File: src/rtl/mips_ctrl_pkg.sv
// Shared opcodes, ALU operation classes, state encoding and per-state control
// decode for the multicycle MIPS controller.
package mips_ctrl_pkg;

    localparam logic [5:0] R_TYPE   = 6'h00;
    localparam logic [5:0] ADDI     = 6'h08;
    localparam logic [5:0] ANDI     = 6'h0c;
    localparam logic [5:0] ORI      = 6'h0d;
    localparam logic [5:0] LUI      = 6'h0f;
    localparam logic [5:0] LW       = 6'h23;
    localparam logic [5:0] SW       = 6'h2b;
    localparam logic [5:0] BEQ      = 6'h04;
    localparam logic [5:0] BNE      = 6'h05;
    localparam logic [5:0] J        = 6'h02;
    localparam logic [5:0] JAL      = 6'h03;
    localparam logic [5:0] FUNCT_JR = 6'h08;

    localparam logic [2:0] ALU_ADD   = 3'b011;
    localparam logic [2:0] ALU_SUB   = 3'b110;
    localparam logic [2:0] ALU_OR    = 3'b001;
    localparam logic [2:0] ALU_AND   = 3'b010;
    localparam logic [2:0] ALU_LUI   = 3'b101;
    localparam logic [2:0] ALU_ADDI  = 3'b100;
    localparam logic [2:0] ALU_RTYPE = 3'b111;

    typedef enum logic [3:0] {
        S_RESET    = 4'd0,
        S_FETCH    = 4'd1,
        S_DECODE   = 4'd2,
        S_EXEC_R   = 4'd3,
        S_WB_R     = 4'd4,
        S_EXEC_I   = 4'd5,
        S_WB_I     = 4'd6,
        S_MEM_ADDR = 4'd7,
        S_MEM_RD   = 4'd8,
        S_WB_LW    = 4'd9,
        S_MEM_WR   = 4'd10,
        S_BRANCH   = 4'd11,
        S_JUMP     = 4'd12,
        S_JAL      = 4'd13,
        S_JR       = 4'd14,
        S_TRAP     = 4'd15
    } state_t;

    typedef struct packed {
        logic       memReq;
        logic       iorD;
        logic       memRead;
        logic       memWrite;
        logic       pcWrite;
        logic       pcWriteCondEQ;
        logic       pcWriteCondNE;
        logic [1:0] pcSource;
        logic       aluSrcA;
        logic [1:0] aluSrcB;
        logic [2:0] aluOp;
        logic       regDst;
        logic       memtoReg;
        logic       regWrite;
        logic       jal;
    } ctrl_t;

    // Moore control word for a state; the fetch-complete strobes are added separately.
    function automatic ctrl_t decodeCtrl(input state_t st, input logic [5:0] op);
        ctrl_t c;
        c = '0;
        case (st)
            S_FETCH: begin
                c.memReq  = 1'b1;
                c.memRead = 1'b1;
                c.aluSrcB = 2'b01;
                c.aluOp   = ALU_ADD;
            end
            S_DECODE: begin
                c.aluSrcB = 2'b11;
                c.aluOp   = ALU_ADD;
            end
            S_EXEC_R: begin
                c.aluSrcA = 1'b1;
                c.aluOp   = ALU_RTYPE;
            end
            S_WB_R: begin
                c.regDst   = 1'b1;
                c.regWrite = 1'b1;
            end
            S_EXEC_I: begin
                c.aluSrcA = 1'b1;
                c.aluSrcB = 2'b10;
                case (op)
                    ADDI:    c.aluOp = ALU_ADDI;
                    ANDI:    c.aluOp = ALU_AND;
                    ORI:     c.aluOp = ALU_OR;
                    LUI:     c.aluOp = ALU_LUI;
                    default: c.aluOp = ALU_ADD;
                endcase
            end
            S_WB_I:   c.regWrite = 1'b1;
            S_MEM_ADDR: begin
                c.aluSrcA = 1'b1;
                c.aluSrcB = 2'b10;
                c.aluOp   = ALU_ADD;
            end
            S_MEM_RD: begin
                c.memReq  = 1'b1;
                c.memRead = 1'b1;
                c.iorD    = 1'b1;
            end
            S_WB_LW: begin
                c.memtoReg = 1'b1;
                c.regWrite = 1'b1;
            end
            S_MEM_WR: begin
                c.memReq   = 1'b1;
                c.memWrite = 1'b1;
                c.iorD     = 1'b1;
            end
            S_BRANCH: begin
                c.aluSrcA       = 1'b1;
                c.aluOp         = ALU_SUB;
                c.pcSource      = 2'b01;
                c.pcWriteCondEQ = (op == BEQ);
                c.pcWriteCondNE = (op == BNE);
            end
            S_JUMP: begin
                c.pcWrite  = 1'b1;
                c.pcSource = 2'b10;
            end
            S_JAL: begin
                c.pcWrite  = 1'b1;
                c.pcSource = 2'b10;
                c.jal      = 1'b1;
                c.regWrite = 1'b1;
            end
            S_JR: begin
                c.pcWrite  = 1'b1;
                c.pcSource = 2'b11;
            end
            default: c = '0;
        endcase
        return c;
    endfunction

endpackage

File: src/rtl/mem_wait_timer.sv
// Counts stalled cycles of a memory access and flags the cycle in which the
// access would exhaust its wait budget without a ready.
module mem_wait_timer #(
    parameter int MEM_TIMEOUT = 15,
    parameter int CNT_WIDTH   = 8
) (
    input  logic clk,
    input  logic rst_n,
    input  logic active,
    input  logic mem_ready,
    output logic expired
);

    logic [CNT_WIDTH-1:0] count_r;

    // A ready always ends the access, so it doubles as the clear for the next one.
    always_ff @(posedge clk or negedge rst_n) begin
        if (!rst_n) begin
            count_r <= '0;
        end else if (!active || mem_ready) begin
            count_r <= '0;
        end else if (count_r != {CNT_WIDTH{1'b1}}) begin
            count_r <= count_r + CNT_WIDTH'(1);
        end else begin
            count_r <= count_r;
        end
    end

    assign expired = active && !mem_ready && (count_r == CNT_WIDTH'(MEM_TIMEOUT - 1));

endmodule

File: src/rtl/mips_multicycle_control.sv
// Multicycle MIPS control FSM: registered Moore control word per state, plus
// the fetch-complete IR/PC strobes which follow mem_ready in the same cycle.
module mips_multicycle_control
    import mips_ctrl_pkg::*;
#(
    parameter int ALUOP_WIDTH = 3,
    parameter int MEM_TIMEOUT = 15,
    parameter int CNT_WIDTH   = 8
) (
    input  logic                   clk,
    input  logic                   reset,
    input  logic [5:0]             OP,
    input  logic [5:0]             Funct,
    input  logic                   mem_ready,
    output logic                   mem_req,
    output logic                   IorD,
    output logic                   MemRead,
    output logic                   MemWrite,
    output logic                   IRWrite,
    output logic                   PCWrite,
    output logic                   PCWriteCondEQ,
    output logic                   PCWriteCondNE,
    output logic [1:0]             PCSource,
    output logic                   ALUSrcA,
    output logic [1:0]             ALUSrcB,
    output logic [ALUOP_WIDTH-1:0] ALUOp,
    output logic                   RegDst,
    output logic                   MemtoReg,
    output logic                   RegWrite,
    output logic                   Jal,
    output logic                   illegal_op,
    output logic                   mem_timeout,
    output logic [3:0]             state_o
);

    state_t state_r;
    state_t nextState_s;
    ctrl_t  ctrl_r;
    logic   illegal_r;
    logic   timeout_r;
    logic   inMem_s;
    logic   expired_s;
    logic   fetchDone_s;

    assign inMem_s     = (state_r == S_FETCH) || (state_r == S_MEM_RD) || (state_r == S_MEM_WR);
    assign fetchDone_s = (state_r == S_FETCH) && mem_ready;

    mem_wait_timer #(
        .MEM_TIMEOUT(MEM_TIMEOUT),
        .CNT_WIDTH  (CNT_WIDTH)
    ) u_memWaitTimer (
        .clk      (clk),
        .rst_n    (reset),
        .active   (inMem_s),
        .mem_ready(mem_ready),
        .expired  (expired_s)
    );

    // Next-state selection; a ready in the last budget cycle still completes normally.
    always_comb begin
        nextState_s = state_r;
        case (state_r)
            S_RESET: nextState_s = S_FETCH;
            S_FETCH: begin
                if (mem_ready)      nextState_s = S_DECODE;
                else if (expired_s) nextState_s = S_TRAP;
                else                nextState_s = S_FETCH;
            end
            S_DECODE: begin
                case (OP)
                    R_TYPE:               nextState_s = (Funct == FUNCT_JR) ? S_JR : S_EXEC_R;
                    ADDI, ANDI, ORI, LUI: nextState_s = S_EXEC_I;
                    LW, SW:               nextState_s = S_MEM_ADDR;
                    BEQ, BNE:             nextState_s = S_BRANCH;
                    J:                    nextState_s = S_JUMP;
                    JAL:                  nextState_s = S_JAL;
                    default:              nextState_s = S_TRAP;
                endcase
            end
            S_EXEC_R:   nextState_s = S_WB_R;
            S_EXEC_I:   nextState_s = S_WB_I;
            S_MEM_ADDR: nextState_s = (OP == SW) ? S_MEM_WR : S_MEM_RD;
            S_MEM_RD: begin
                if (mem_ready)      nextState_s = S_WB_LW;
                else if (expired_s) nextState_s = S_TRAP;
                else                nextState_s = S_MEM_RD;
            end
            S_MEM_WR: begin
                if (mem_ready)      nextState_s = S_FETCH;
                else if (expired_s) nextState_s = S_TRAP;
                else                nextState_s = S_MEM_WR;
            end
            S_WB_R, S_WB_I, S_WB_LW, S_BRANCH, S_JUMP, S_JAL, S_JR: nextState_s = S_FETCH;
            S_TRAP:  nextState_s = S_TRAP;
            default: nextState_s = S_TRAP;
        endcase
    end

    // State, registered control word for the upcoming state, and sticky trap causes.
    always_ff @(posedge clk or negedge reset) begin
        if (!reset) begin
            state_r   <= S_RESET;
            ctrl_r    <= '0;
            illegal_r <= 1'b0;
            timeout_r <= 1'b0;
        end else begin
            state_r   <= nextState_s;
            ctrl_r    <= decodeCtrl(nextState_s, OP);
            illegal_r <= illegal_r || ((state_r == S_DECODE) && (nextState_s == S_TRAP));
            timeout_r <= timeout_r || expired_s;
        end
    end

    assign mem_req       = ctrl_r.memReq;
    assign IorD          = ctrl_r.iorD;
    assign MemRead       = ctrl_r.memRead;
    assign MemWrite      = ctrl_r.memWrite;
    assign IRWrite       = fetchDone_s;
    assign PCWrite       = ctrl_r.pcWrite || fetchDone_s;
    assign PCWriteCondEQ = ctrl_r.pcWriteCondEQ;
    assign PCWriteCondNE = ctrl_r.pcWriteCondNE;
    assign PCSource      = ctrl_r.pcSource;
    assign ALUSrcA       = ctrl_r.aluSrcA;
    assign ALUSrcB       = ctrl_r.aluSrcB;
    assign ALUOp         = ALUOP_WIDTH'(ctrl_r.aluOp);
    assign RegDst        = ctrl_r.regDst;
    assign MemtoReg      = ctrl_r.memtoReg;
    assign RegWrite      = ctrl_r.regWrite;
    assign Jal           = ctrl_r.jal;
    assign illegal_op    = illegal_r;
    assign mem_timeout   = timeout_r;
    assign state_o       = state_r;

endmodule

File: config.mk
export PLATFORM = sky130hd
export DESIGN_NAME = mips_multicycle_control
export DESIGN_NICKNAME = d
export VERILOG_FILES = /design/src/rtl/mips_ctrl_pkg.sv /design/src/rtl/mem_wait_timer.sv /design/src/rtl/mips_multicycle_control.sv
export SDC_FILE = /design/constraint.sdc
export NUM_CORES = 1
export LEC_CHECK = 0
export CAP_MARGIN = 25
export CELL_PAD_IN_SITES_DETAIL_PLACEMENT = 1
export CELL_PAD_IN_SITES_GLOBAL_PLACEMENT = 1
export CORE_MARGIN = 2
export CORE_UTILIZATION = 28
export CTS_CLUSTER_SIZE = 16
export DETAILED_ROUTE_END_ITERATION = 12
export GPL_TIMING_DRIVEN = 0
export PLACE_DENSITY = 0.64
export SYNTH_ARGS = -nofsm -noshare
export SYNTH_HDL_FRONTEND = slang
export SYNTH_SLANG_ARGS = --single-unit
File: constraint.sdc
create_clock -name clk -period 2.16 [get_ports clk]
set_input_delay 0.324 -clock clk [delete_from_list [all_inputs] [get_ports clk]]
set_output_delay 0.324 -clock clk [all_outputs]
set_load 0.02 [all_outputs]
==> run metrics <==
CTS tree built; I/O Buffers 38; overall power about 3.7 mW; CTS Sinks 33; die area ~7700 um2; Synth Area in XOR/XNOR 0.01794; post-place setup slack -0.6910 ns; Core Area 6756 um2; Inst Count DP ~320; total track usage 0.1515; Internal Pwr Total 2.191 mW; Top delay family on crit path simple AND/OR/NAND/NOR gates; Root Driver clkbuf_8; worst r2r path cells 8; Power Density 1279 nW/um2; top cells by area, synth dfrtp_1 (42%), nand2_1 (4.2%), nor2_1 (4.0%); drt pass-1 iters 4; initial antenna violation count 0; Gate power share 0.638; most common cell in the netlist dfrtp_1; clk slew on worst S/H paths ~0.080 ns; fillers 766; CP required approximately 2.4 ns; critical path, cell by cell nand2b_4, or3_1, buf_6, nor3b_4, nor3_4, nand2b_4, or3_4, nand2_2; row count 30; number of buffers created by CTS 5; Psw ~1.5 mW; via-per-instance ratio between 5 and 6; RR Endpoint ALUSrcA; routed len/inst 15.53 um; non-filler cells, final about 360; GRT overflow 0; Worst R2R Setup Slack -0.02 ns; first-pass GRT wire length around 9100 um; area of the mapped netlist ~2000 um2; Slew Limit Fails 0; Max transition margin 0.5051; number of global-route vias before repair 1852; Reg-to-Reg Start state_o[3]; Synth Area per Inst 9.527 um2; Clock power frac 0.126; worst clock skew about 0.010 ns; setup tns final -0.03088 ns; status finished, violations left; ys async rst share 1.000; DRC errors left 0; Inserted Diodes 0; slowest cell on the critical path dfrtp_2; crit path launch state_o[3]; Simple-Gate Fraction of Synth Area 0.2953; vias post-DR roughly 1.8k; largest net degree at the start of global routing 34; Post-synth top cells dfrtp_1 (33), nand2_1 (22), nor2_1 (21), nor3_1 (9); failing checks negative setup slack; multiplexer share of the synthesized area 0.02178; DP Area approximately 2400 um2; number of DRC markers in iteration 0 between 40 and 50; Syn Inst Count approximately 200; Yosys top cell by area dfrtp_1; WS Path Type reg2reg; Setup Viol. Count Final 4; adder-cell share of the synthesized area 0.01281; Peak Freq between 400 and 500 MHz; Final Core Density 0.4300; syn_nets approximately 220; setup ws final -0.01542 ns; sequential share of the synthesized area 0.4228; die width approximately 88 um; Hold Slack between 0.09 and 0.1 ns; CP endpoint kind flip-flop; Tmin final ~2.2 ns; Synth top area share 0.4228; VDD IR-drop max 0.4215 mV; part of the cycle the worst path needs 1.007; Tightest Pin Transition ~0.74 ns; Buf/Inv on CP 1; Clock Tree Buf Depth 2; ANT nets after route 0; die height approximately 88 um; H-tree levels 2; fin nets 291; unrepaired setup endpoints after global routing true; leakage power about 1.3 nW; Min-Delay Path Class in2async; Flop pwr share 0.236; final std cell area, no fill between 2000 and 3000 um2; largest family of logic cells by synthesized area simple AND/OR/NAND/NOR gates; ys flop type dfrtp_1; Most common cell on crit path nand2b_4; post-synthesis register bit count 33; synth warn 0; share of layout cells above drive strength 1 0.3491; final WL between 5000 and 6000 um; switching share of power 0.4104; Compound-Gate Fraction of Synth Area 0.1576; Max-Cap Viols 0; Ports just over 40; WP data arrival 2.40 ns; critical path peak fanout 7; Layout Area Growth over Synthesis 48.75%; critical path startpoint category flip-flop; initial core utilization 0.2891; Post-synth EDFFs 0; HPWL Detailed ~3700 um; final hold vios 0; CP max stage delay approximately 0.47 ns; Worst-Skew Late Latency a little under 0.3 ns; Synth cell types 60; gpl congestion around 0.82
==> cell families after synthesis <==
logic type / after synthesis
compound gates: 38
xor+xnor: 4
fa+ha+maj: 2
buf+inv: 26
flops: 33
mux: 4
simple gates: 98
==> state kept, by name (all words and copies together) (netlist names) <==
| register | count |
|---|---|
| MemWrite | 1 |
| mem_req | 1 |
| MemRead | 1 |
| mem_timeout | 1 |
| ALUSrcA | 1 |
| IorD | 1 |
| RegWrite | 1 |
| u_memWaitTimer.count_r | 8 |
| ALUSrcB | 2 |
| PCSource | 2 |
| ALUOp | 3 |
| Jal | 1 |
| PCWriteCondEQ | 1 |
| ctrl_r | 1 |
| RegDst | 1 |
| illegal_op | 1 |
| PCWriteCondNE | 1 |
| state_o | 4 |
| MemtoReg | 1 |
==> metal layers <==
metal	share of wire	wire length [um]	track usage	vias up
met3	0.020	112	0.01991	7
li1	-	-	-	856
met4	0.012	65	0.05175	0
met2	0.51	2827	0.2576	33
met5	0	0	0	-
met1	0.45	2505	0.1984	882
==> worst max-delay path by stage <==
stage | to | slack, ns | cells after the start
global route | ALUOp[1] | -0.17 | 8
finish | ALUSrcA | -0.02 | 8
global placement | MemRead | -0.67 | 9
floorplan | PCSource[0] | 0.004 | 9
CTS | ALUOp[1] | -0.02 | 7
detailed placement | ALUOp[1] | -0.69 | 9
==> power by group through the flow <==
stage / clock [mW] / sequential (mW) / combinational (mW)
global placement: 0 / 0.878 / 1.78
finish: 0.468 / 0.876 / 2.37
floorplan: 0 / 0.982 / 1.09
detailed placement: 0 / 0.881 / 1.82
global route: 0.510 / 0.892 / 2.58
CTS: 0.482 / 0.874 / 2.17
==> repair_timing <==
| item | in CTS | in global routing |
|---|---|---|
| endpoints found under the setup margin | 21 | 18 |
| resized for setup | 49 | 28 |
| setup buffers | 16 | 9 |
| pin swaps | 18 | 12 |
| hold buffers | 0 | 0 |
==> cell type report <==
type | count | area (um2) | share of cell area
plain buffers | 17 | 143.9 | 0.04953
inverters | 8 | 32.53 | 0.01120
flip-flops and latches | 33 | 827.0 | 0.2847
multi-input cells | 146 | 1157 | 0.3984
repair buffers | 63 | 558.0 | 0.1921
clock inverters | 3 | 17.52 | 0.006029
well taps | 80 | 100.1 | 0.03445
clock buffers | 5 | 68.82 | 0.02369
==> cell usage in the layout (no fill, tap or decap), drive strengths merged, types with 3 or more instances in the layout <==
master	netlist	layout
nand4	6	6
o211a	5	5
nor3	13	13
nand2b	3	3
buf	13	43
or4b	3	3
clkbuf	5	7
and2	3	3
or3	5	5
a211oi	3	3
dlygate4sd2	0	5
xor2	3	3
a21oi	7	7
clkdlybuf4s50	0	26
nand2	22	22
nor2b	4	4
o311ai	3	3
nor2	22	22
dfrtp	33	33
o21ai	5	5
inv	8	8
nand3	4	4
Power figures use the tool's default switching activity.
